**config.mk**
```make
export PLATFORM = sky130hd
export DESIGN_NAME = omsp_ps2_fifo
export DESIGN_NICKNAME = d
export VERILOG_FILES = /design/src/rtl/omsp_ps2_fifo.sv
export SDC_FILE = /design/constraint.sdc
export NUM_CORES = 1
export LEC_CHECK = 0
export BUFFER_PORTS_ARGS = -buffer_cell sky130_fd_sc_hd__buf_2
export CAP_MARGIN = 20
export CORE_MARGIN = 3
export CORE_UTILIZATION = 52
export DETAILED_ROUTE_END_ITERATION = 8
export GPL_TIMING_DRIVEN = 0
export HOLD_SLACK_MARGIN = 0.1
export PLACE_DENSITY_LB_ADDON = 0.12
export SETUP_SLACK_MARGIN = 0.2
export SYNTH_ARGS = -nofsm -noshare
export SYNTH_HDL_FRONTEND = slang
export SYNTH_SLANG_ARGS = --single-unit
```
**constraint.sdc**
```tcl
create_clock -name mclk -period 3.1 [get_ports mclk]
set_input_delay 0.155 -clock mclk [delete_from_list [all_inputs] [get_ports mclk]]
set_output_delay 0.155 -clock mclk [all_outputs]
set_load 0.005 [all_outputs]
```
**src/rtl/omsp_ps2_fifo.sv**
```systemverilog
// omsp_ps2_fifo: PS/2 host with RX/TX frame FSMs, RX FIFO and IRQs.
// Optional macro PS2_TIMEOUT_EN adds a clock-loss abort counter.
module omsp_ps2_fifo #(
    parameter logic [14:0] BASE_ADDR   = 15'h00a0,
    parameter int          DEC_WD      = 3,
    parameter int          FIFO_AW     = 3,
    parameter int          INHIBIT_CYC = 2400,
    parameter int          TIMEOUT_CYC = 48000
) (
    input  logic        mclk,
    input  logic        puc_rst_n,
    input  logic [13:0] per_addr,
    input  logic [15:0] per_din,
    input  logic        per_en,
    input  logic [1:0]  per_we,
    output logic [15:0] per_dout,
    output logic        irq_rx,
    output logic        irq_tx,
    input  logic        ps2_clk_i,
    output logic        ps2_clk_oe,
    input  logic        ps2_data_i,
    output logic        ps2_data_oe
);

    localparam int DEPTH = 1 << FIFO_AW;
    localparam int LW    = FIFO_AW + 1;
    localparam int WA    = DEC_WD - 1;
    localparam int IW    = $clog2(INHIBIT_CYC + 1);

    typedef enum logic [1:0] {
        RX_IDLE,
        RX_DATA,
        RX_PAR,
        RX_STOP
    } rx_state_t;

    typedef enum logic [2:0] {
        TX_IDLE,
        TX_INH,
        TX_REQ,
        TX_SEND,
        TX_ACK,
        TX_DONE
    } tx_state_t;

    // bus decode
    logic          reg_sel;
    logic [WA-1:0] reg_off;
    logic          sel_stat;
    logic          sel_data;
    logic          sel_ctrl;
    logic          bus_rd;
    logic          bus_wr;
    logic          stat_wr;
    logic          flush;
    logic          tx_start;
    logic          unused_din;

    // pad synchronisers
    logic [1:0] clk_s;
    logic       clk_q;
    logic [1:0] dat_s;
    logic       fall;
    logic       din;

    // control and sticky flags
    logic rx_ie;
    logic tx_ie;
    logic ovf;
    logic rx_err;
    logic tx_nack;
    logic tx_done;

    // fifo
    logic [7:0]         fifo_mem [DEPTH];
    logic [FIFO_AW-1:0] wr_ptr;
    logic [FIFO_AW-1:0] rd_ptr;
    logic [LW-1:0]      level;
    logic               empty;
    logic               full;
    logic               push;
    logic               pop;

    // rx
    rx_state_t  rx_state;
    rx_state_t  rx_next;
    logic [7:0] rx_sh;
    logic [2:0] rx_cnt;
    logic       rx_par;
    logic       rx_shift;
    logic       rx_par_ld;
    logic       rx_good;
    logic       rx_bad;

    // tx
    tx_state_t  tx_state;
    tx_state_t  tx_next;
    logic [7:0] tx_sh;
    logic       tx_par;
    logic [3:0] tx_cnt;
    logic [IW-1:0] inh_cnt;
    logic       tx_do;
    logic       tx_do_nxt;
    logic       tx_shift;
    logic       tx_cnt_inc;
    logic       tx_busy;
    logic       nack_ack;
    logic       tx_abort;

    logic       to_hit;

    assign reg_sel  = per_en
                    & (per_addr[13:WA] == BASE_ADDR[14:DEC_WD]);
    assign reg_off  = per_addr[WA-1:0];
    assign sel_stat = reg_sel & (reg_off == WA'(0));
    assign sel_data = reg_sel & (reg_off == WA'(1));
    assign sel_ctrl = reg_sel & (reg_off == WA'(2));
    assign bus_rd   = ~|per_we;
    assign bus_wr   = per_we[0];
    assign stat_wr  = sel_stat & bus_wr;
    assign flush    = sel_ctrl & bus_wr & per_din[2];
    assign tx_busy  = (tx_state != TX_IDLE);
    assign tx_start = sel_data & bus_wr & ~tx_busy;

    // high byte is never written: all registers live in the low byte
    assign unused_din = ^per_din[15:8];

    assign fall = clk_q & ~clk_s[1];
    assign din  = dat_s[1];

    assign empty = (level == '0);
    assign full  = (level == LW'(DEPTH));
    assign push  = rx_good & ~full;
    assign pop   = sel_data & bus_rd & ~empty;

    assign irq_rx      = rx_ie & ~empty;
    assign irq_tx      = tx_ie & tx_done;
    assign ps2_clk_oe  = (tx_state == TX_INH);
    assign ps2_data_oe = tx_do;

    // two-flop pad sync, idle-high so reset never fakes a fall
    always_ff @(posedge mclk or negedge puc_rst_n) begin
        if (!puc_rst_n) begin
            clk_s <= 2'b11;
            clk_q <= 1'b1;
            dat_s <= 2'b11;
        end else begin
            clk_s <= {clk_s[0], ps2_clk_i};
            clk_q <= clk_s[1];
            dat_s <= {dat_s[0], ps2_data_i};
        end
    end

    // register read mux, zero when not addressed
    always_comb begin
        per_dout = '0;
        if (reg_sel && bus_rd) begin
            unique case (1'b1)
                sel_stat: per_dout = {8'(level), 1'b0,
                                      tx_done, tx_nack,
                                      rx_err, ovf, tx_busy,
                                      full, ~empty};
                sel_data: per_dout = {8'h00,
                                      empty ? 8'h00
                                            : fifo_mem[rd_ptr]};
                sel_ctrl: per_dout = {14'h0, tx_ie, rx_ie};
                default:  per_dout = '0;
            endcase
        end
    end

    // control bits; flush is a pulse, never stored
    always_ff @(posedge mclk or negedge puc_rst_n) begin
        if (!puc_rst_n) begin
            rx_ie <= 1'b0;
            tx_ie <= 1'b0;
        end else if (sel_ctrl && bus_wr) begin
            rx_ie <= per_din[0];
            tx_ie <= per_din[1];
        end
    end

    // sticky flags: set wins over write-1-to-clear
    always_ff @(posedge mclk or negedge puc_rst_n) begin
        if (!puc_rst_n) begin
            ovf     <= 1'b0;
            rx_err  <= 1'b0;
            tx_nack <= 1'b0;
            tx_done <= 1'b0;
        end else begin
            ovf     <= (ovf & ~(stat_wr & per_din[3]))
                     | (rx_good & full);
            rx_err  <= (rx_err & ~(stat_wr & per_din[4]))
                     | rx_bad;
            tx_nack <= (tx_nack & ~(stat_wr & per_din[5])
                        & ~tx_start)
                     | nack_ack | tx_abort;
            tx_done <= (tx_done & ~(stat_wr & per_din[6])
                        & ~tx_start)
                     | (tx_state == TX_DONE) | tx_abort;
        end
    end

    // fifo pointers and level; flush overrides push and pop
    always_ff @(posedge mclk or negedge puc_rst_n) begin
        if (!puc_rst_n) begin
            wr_ptr <= '0;
            rd_ptr <= '0;
            level  <= '0;
        end else if (flush) begin
            wr_ptr <= '0;
            rd_ptr <= '0;
            level  <= '0;
        end else begin
            if (push)
                wr_ptr <= wr_ptr + FIFO_AW'(1);
            if (pop)
                rd_ptr <= rd_ptr + FIFO_AW'(1);
            if (push && !pop)
                level <= level + LW'(1);
            else if (pop && !push)
                level <= level - LW'(1);
        end
    end

    // fifo storage, no reset needed
    always_ff @(posedge mclk) begin
        if (push)
            fifo_mem[wr_ptr] <= rx_sh;
    end

    // rx state register
    always_ff @(posedge mclk or negedge puc_rst_n) begin
        if (!puc_rst_n)
            rx_state <= RX_IDLE;
        else
            rx_state <= rx_next;
    end

    // rx next state, one step per ps2 clock fall
    always_comb begin
        rx_next   = rx_state;
        rx_shift  = 1'b0;
        rx_par_ld = 1'b0;
        rx_good   = 1'b0;
        rx_bad    = 1'b0;
        if (tx_busy) begin
            rx_next = RX_IDLE;
        end else if (to_hit && rx_state != RX_IDLE) begin
            rx_next = RX_IDLE;
            rx_bad  = 1'b1;
        end else if (fall) begin
            unique case (rx_state)
                RX_IDLE: begin
                    if (!din)
                        rx_next = RX_DATA;
                end
                RX_DATA: begin
                    rx_shift = 1'b1;
                    if (rx_cnt == 3'd7)
                        rx_next = RX_PAR;
                end
                RX_PAR: begin
                    rx_par_ld = 1'b1;
                    rx_next   = RX_STOP;
                end
                RX_STOP: begin
                    rx_next = RX_IDLE;
                    if (din && (^{rx_sh, rx_par}))
                        rx_good = 1'b1;
                    else
                        rx_bad = 1'b1;
                end
                default: rx_next = RX_IDLE;
            endcase
        end
    end

    // rx shift register, bit count and parity capture
    always_ff @(posedge mclk or negedge puc_rst_n) begin
        if (!puc_rst_n) begin
            rx_sh  <= '0;
            rx_cnt <= '0;
            rx_par <= 1'b0;
        end else begin
            if (rx_shift) begin
                rx_sh  <= {din, rx_sh[7:1]};
                rx_cnt <= rx_cnt + 3'd1;
            end else if (rx_state == RX_IDLE) begin
                rx_cnt <= '0;
            end
            if (rx_par_ld)
                rx_par <= din;
        end
    end

    // tx state register
    always_ff @(posedge mclk or negedge puc_rst_n) begin
        if (!puc_rst_n)
            tx_state <= TX_IDLE;
        else
            tx_state <= tx_next;
    end

    // tx next state; data changes on each fall
    always_comb begin
        tx_next    = tx_state;
        tx_do_nxt  = tx_do;
        tx_shift   = 1'b0;
        tx_cnt_inc = 1'b0;
        nack_ack   = 1'b0;
        tx_abort   = 1'b0;
        unique case (tx_state)
            TX_IDLE: begin
                tx_do_nxt = 1'b0;
                if (tx_start)
                    tx_next = TX_INH;
            end
            TX_INH: begin
                if (inh_cnt == IW'(INHIBIT_CYC - 1)) begin
                    tx_next   = TX_REQ;
                    tx_do_nxt = 1'b1;
                end
            end
            TX_REQ, TX_SEND: begin
                if (to_hit) begin
                    tx_next   = TX_IDLE;
                    tx_do_nxt = 1'b0;
                    tx_abort  = 1'b1;
                end else if (fall) begin
                    tx_cnt_inc = 1'b1;
                    tx_next    = TX_SEND;
                    if (tx_cnt < 4'd8) begin
                        tx_do_nxt = ~tx_sh[0];
                        tx_shift  = 1'b1;
                    end else if (tx_cnt == 4'd8) begin
                        tx_do_nxt = ~tx_par;
                    end else begin
                        tx_do_nxt = 1'b0;
                        tx_next   = TX_ACK;
                    end
                end
            end
            TX_ACK: begin
                if (to_hit) begin
                    tx_next  = TX_IDLE;
                    tx_abort = 1'b1;
                end else if (fall) begin
                    nack_ack = din;
                    tx_next  = TX_DONE;
                end
            end
            TX_DONE: begin
                tx_next = TX_IDLE;
            end
            default: begin
                tx_next   = TX_IDLE;
                tx_do_nxt = 1'b0;
            end
        endcase
    end

    // tx byte, parity, inhibit timer and fall count
    always_ff @(posedge mclk or negedge puc_rst_n) begin
        if (!puc_rst_n) begin
            tx_sh   <= '0;
            tx_par  <= 1'b0;
            tx_cnt  <= '0;
            inh_cnt <= '0;
            tx_do   <= 1'b0;
        end else begin
            tx_do <= tx_do_nxt;
            if (tx_start) begin
                tx_sh   <= per_din[7:0];
                tx_par  <= ~^per_din[7:0];
                tx_cnt  <= '0;
                inh_cnt <= '0;
            end else begin
                if (tx_state == TX_INH)
                    inh_cnt <= inh_cnt + IW'(1);
                if (tx_shift)
                    tx_sh <= {1'b0, tx_sh[7:1]};
                if (tx_cnt_inc)
                    tx_cnt <= tx_cnt + 4'd1;
            end
        end
    end

`ifdef PS2_TIMEOUT_EN
    localparam int TW = $clog2(TIMEOUT_CYC + 1);

    logic [TW-1:0] to_cnt;
    logic          to_run;

    assign to_run = (rx_state != RX_IDLE)
                  | (tx_state == TX_REQ)
                  | (tx_state == TX_SEND)
                  | (tx_state == TX_ACK);
    assign to_hit = to_run & ~fall
                  & (to_cnt == TW'(TIMEOUT_CYC - 1));

    // clock-loss watchdog, restarted by every fall
    always_ff @(posedge mclk or negedge puc_rst_n) begin
        if (!puc_rst_n)
            to_cnt <= '0;
        else if (!to_run || fall)
            to_cnt <= '0;
        else
            to_cnt <= to_cnt + TW'(1);
    end
`else
    logic unused_to;

    assign unused_to = (TIMEOUT_CYC > 0);
    assign to_hit    = 1'b0;
`endif

endmodule

```
Word-level counts from Yosys, hierarchy flattened
Memory sizes are Yosys's and may differ from the RTL's.
Cells that the tools add are included.
{ "op_classes": {"bitwise": 42, "n_lt_le_gt_ge": 1, "eq_ne": 21, "muxes": 58, "n_reduce_logical": 29, "addsub": 7} }
{ "op_table": {"columns": ["op", "count"], "rows": [
  ["$mux 3", 12],
  ["$pmux 12 s3", 1],
  ["$mux 1", 27],
  ["$and 1x1->1", 26],
  ["$mux 12", 2],
  ["$mux 8", 3],
  ["$mux 4", 5],
  ["$mux 16", 1],
  ["$reduce_bool 2->1", 7],
  ["$add 12x1->12 const B", 1],
  ["$eq 12x12->1 const B", 1],
  ["$eq 12x5->1 const B", 1],
  ["$not 1->1", 12],
  ["$pmux 3 s4", 1],
  ["$add 3x1->3 const B", 3],
  ["$eq 3x3->1 const B", 3],
  ["$reduce_xor 9->1", 1],
  ["$add 4x1->4 const B", 2],
  ["$eq 4x4->1 const B", 2],
  ["$mux 2", 4],
  ["$pmux 2 s4", 1],
  ["$reduce_xnor 8->1", 1],
  ["$eq 2x2->1 const B", 3],
  ["$eq 3x2->1 const B", 2],
  ["18 further kinds", 36]
]} }
{ "word_totals": {"ram_bits": 64, "n_memories": 1, "regBits": 64, "out_inout_bits": 20, "word_cells": 181} }
{ "memory_table": {"columns": ["name", "words", "word_bits", "read_ports", "rd_clocked_by_memory_dff", "write_ports", "line_no", "text"], "rows": [
  ["fifo_mem", 8, 8, 1, 0, 1, "75", "logic [7:0] fifo_mem [DEPTH];"]
]} }

Longest topological paths before layout
{ "logic_depth": {"word_depth": 12, "ltp_mapped": 12} }

Least setup slack after synthesis
OpenSTA, ideal clock, no wires.
{ "synth_timing": {"path_type": "reg-to-reg", "startpoint": "reg rx_sh[1]", "endpoint": "reg level[3]", "t_arrival_ns": 2.746, "setup_ns": 0.079, "n_path_buf": 0, "setup_slack_ns": 0.274, "stages_incl_launch_ff": 12, "path_cell_list": "dfrtp_1 > xnor2_1 > xnor3_2 > xnor2_4 > nand3_4 > or2_2 > ha_1 > a21o_1 > a21oi_1 > nor2_1 > mux2i_1 > mux2i_1"} }
{ "synth_between": {"elab_chain_len": 10, "word_cells_on_any_way": 13} }
{ "synth_rtl": {"columns": ["item", "line_no", "text"], "rows": [
  ["start: declaration", "87", "logic [7:0] rx_sh;"],
  ["start signal: assignment", "287", "rx_sh <= {din, rx_sh[7:1]};"],
  ["$reduce_xor 9->1 (*)", "269", "if (din && (^{rx_sh, rx_par}))"],
  ["$logic_and 1x1->1 (*)", "269", null],
  ["$mux 1 (*)", "269", null],
  ["$mux 1 (*)", "253", "unique case (rx_state)"],
  ["$mux 1 (*)", "252", "end else if (fall) begin"],
  ["$mux 1 (*)", "247", "if (tx_busy) begin"],
  ["$and 1x1->1 (*)", "133", "assign push = rx_good & ~full;"],
  ["$logic_and 1x1->1 / $logic_not 1->1 (equally long branches)", "219, 221", null],
  ["$mux 4 / $logic_and 1x1->1 (equally long branches)", "219, 221", null],
  ["$mux 4 / $reduce_bool 3->1 (equally long branches)", null, null],
  ["end signal: assignment", "220", "level <= level + LW'(1);"],
  ["end signal: assignment", "222", "level <= level - LW'(1);"],
  ["end: declaration", "78", "logic [LW-1:0] level;"]
]} }
Mark *: on every way between the ends. The rest lies on a longest branch, timed or not.
A chain may end at the register's enable or synchronous reset.

Worst setup path after layout
Same ends and word-level chain as after synthesis.

==> summary.md <==
| Metric | Value |
|---|---|
| Vias in the first global route | 3966 |
| Internal power | 2.945 mW |
| Fin Setup TNS | 0 ns |
| Post-synth top cells | 64 x edfxtp_1, 59 x dfrtp_1, 56 x nor2_1 |
| CTS tree | yes |
| Fmax | 344.3 MHz |
| Post-synthesis sequential area ratio | 58.25% |
| Clock Latency Late Sink | 0.42 ns |
| DRT Wirelength | 12470 um |
| Post-route ant nets | 0 |
| Leakage | 2.874 nW |
| Outcome | finished, final reports clean |
| Slew at the pin closest to its max-slew limit | 0.8659 ns |
| CP dominant cell by count | mux2i_1 |
| Crit path launch type | register |
| Hold path depth | 4 |
| Synth Area in Compound Gates | 3.820% |
| Clock Power Share | 50.5% |
| Switch share | 22.26% |
| Die height | 114.0 um |
| Syn avg cell area | 13.09 um2 |
| Combinational family with the most area after synthesis | simple AND/OR/NAND/NOR gates |
| Number of synthesized flops with an enable pin | 64 |
| Clock-pin slew on the worst setup and hold paths | 0.06 ns |
| Endpoints failing setup | 0 |
| Final Util | 65.68% |
| R2R depth | 11 |
| Area of the mapped netlist | 6060 um2 |
| IO Count | 57 |
| Vias/cell | 5.511 |
| Hold Fails Final Rpt | 0 |
| Post-route DRC | 0 |
| Clock sinks | 128 |
| Synth warn | 0 |
| Yosys top cell area share | 31.72% |
| Ys flop type | edfxtp_1 |
| Crit path max fanout | 6 |
| Cts bufs inserted | 17 |
| Largest net degree at the start of global routing | 65 |
| GRT Overall Usage | 20.79% |
| Gr ovfl total | 0 |
| Clk root buf | clkbuf_16 |
| WP buf/inv | 0 |
| CP required | 3.44 ns |
| Share of layout cells above drive strength 1 | 30.44% |
| Chip width | 114.0 um |
| Final Critical Period | 2.904 ns |
| Vias | 3885 |
| Dpl cells | 651 |
| Largest cells by area after synthesis | edfxtp_1 32%, dfrtp_1 24%, mux4_2 5.9% |
| Family with the most delay on the worst path | XOR/XNOR gates |
| Synth Register Bits | 128 |
| Sequential power share | 47.1% |
| FFs w/ async S/R, synth | 50.00% |
| Non-Filler Instances | 705 |
| Initial core utilization | 54.46% |
| Clock Path Buffers | 2 |
| Yosys cell types | 58 |
| Proportion of synthesized area in mux cells | 11.27% |
| Pins Over Slew Limit | 0 |
| Combinational power share | 2.4% |
| Total power | 3.788 mW |
| Max stage delay on crit path | 0.49 ns |
| Num rows | 38 |
| Nets | 603 |
| First-pass GRT wire length | 20530 um |
| Crit path depth | 11 |
| Slowest cell on crit path | xnor3_2 |
| Synthesized instance count | 463 |
| # fillers | 803 |
| WL per Instance | 17.69 um |
| Port Buffers | 42 |
| Synth Area in Adders | 3.015% |
| Area Overhead vs Synth | 20.59% |
| Cell taking the most area after synthesis | edfxtp_1 |
| Arrival time worst endpoint | 3.25 ns |
| RD Place Congestion | 0.7930 |
| Crit end category | register |
| P_sw | 843.1 uW |
| Power per standard cell area | 518.4 nW/um2 |
| Fin Clk Skew | 0.008884 ns |
| Post-DP HPWL | 8403 um |
| Max_cap viols | 0 |
| Initial antenna violation count | 0 |
| Tcrit/Tclk final | 93.69% |
| Ant diodes | 0 |
| Die area | 12980 um2 |
| Initial drt markers | 267 |
| Post-Synth Simple-Gate Area | 15.57% |
| Peak VDD IR | 0.4122 mV |
| Post-Synth XOR/XNOR Area | 5.575% |
| RSZ-0062 raised after global routing | yes |
| Max_slew headroom | 42.02% |
| Final Hold Slack | 0.2053 ns |
| First-pass DRT Iterations | 4 |
| Max H-tree Level | 4 |
| Hold Path Class | in -> reg |
| Core Region | 11130 um2 |
| Most common cell in the netlist | edfxtp_1 |
| Critical path class | reg -> reg |
| Crit path cell chain | xnor2_1 > xnor3_2 > xnor2_4 > nand3_4 > or2_2 > ha_1 > a21o_1 > a21oi_1 > nor2_1 > mux2i_1 > mux2i_1 |
## registers in the layout (all words and copies together) (netlist names), 4 cells and up
| name | cells |
|---|---|
| fifo_mem | 64 |
| inh_cnt | 12 |
| rx_sh | 8 |
| tx_sh | 8 |
| level | 4 |
| tx_cnt | 4 |
## layout make-up
| class | instances | area [um2] | area share, % |
|---|---|---|---|
| sequential | 128 | 3537 | 48.41 |
| multi-input combinational | 305 | 2436 | 33.34 |
| clock buffer | 17 | 425.4 | 5.822 |
| timing repair buffer | 67 | 425.4 | 5.822 |
| tap | 140 | 175.2 | 2.397 |
| clock inverter | 15 | 151.4 | 2.072 |
| buffer | 23 | 118.9 | 1.627 |
| inverter | 10 | 37.54 | 0.5137 |
## power by group through the flow
| stage | Sequential [mW] | Combinational (mW) | Clock (mW) |
|---|---|---|---|
| 6_report | 1.78 | 0.0911 | 1.91 |
| 4_1_cts | 1.78 | 0.0923 | 1.95 |
| 5_1_grt | 1.78 | 0.102 | 2.03 |
| 2_1_floorplan | 1.81 | 0.0335 | 0 |
| 3_5_place_dp | 1.82 | 0.0808 | 0 |
| 3_3_place_gp | 1.82 | 0.0801 | 0 |
## what timing repair did
action,4_1_cts,5_1_grt
setup endpoints to repair,48,36
buffers inserted,7,4
gates resized for setup,11,10
pin swaps,2,4
endpoints found under the hold margin,72,0
hold buffers,11,0
## per-layer routing
metal  global-route usage (%)  up-vias  routed length [um]
li1                         -     1855                   -
met1                    28.08     1928                5345
met2                    32.90       82                6377
met3                    4.562       20                 496
met4                    8.472        0                 252
met5                        0        -                   0
## stage by stage
step                      instance area [um2]  setup WS (ns)
after floorplan                          6071         0.2744
after global placement                   6456        -0.3482
after detailed placement                 6484       -0.04440
after CTS                                7247         0.1922
after global routing                     7307        0.04823
final                                    7307         0.1955
## logic make-up (layout without fill, tap and decap cells)
family,Yosys count,after routing
AO/OA/AOI/OAI,36,36
XOR/XNOR,33,33
adder cells (fa/ha/maj),14,14
buffers and inverters,33,132
flip-flops,128,128
multiplexers,46,46
other,1,4
AND/OR/NAND/NOR,172,172
## worst paths after layout
| path | start | end | slack [ns] |
|---|---|---|---|
| max in group asynchronous | puc_rst_n | rx_sh[6] | 2.11 |
| worst min-delay path | per_addr[1] | rd_ptr[1] | 0.21 |
| worst max register to register | rx_sh[1] | level[3] | 0.20 |
| worst max-delay path | rx_sh[1] | level[3] | 0.20 |
| min in group asynchronous | puc_rst_n | rd_ptr[2] | 0.37 |
| worst min register to register | dat_s[0] | dat_s[1] | 0.36 |
## tightest hold or removal path: stages
cell and delay (ns):
buf_2 0.18, nor4_4 0.10, nand2_1 0.08, a21oi_1 0.06
## placed cells by master (no fill, tap or decap), drive strengths merged, types with 13 or more instances in the layout
master,count
nor2,56
inv,17
mux4,16
mux2,18
edfxtp,64
xnor2,18
nand2,35
buf,70
clkbuf,26
xor2,14
ha,13
dfrtp,59
Note: power is estimated with default switching activity, not from simulation.
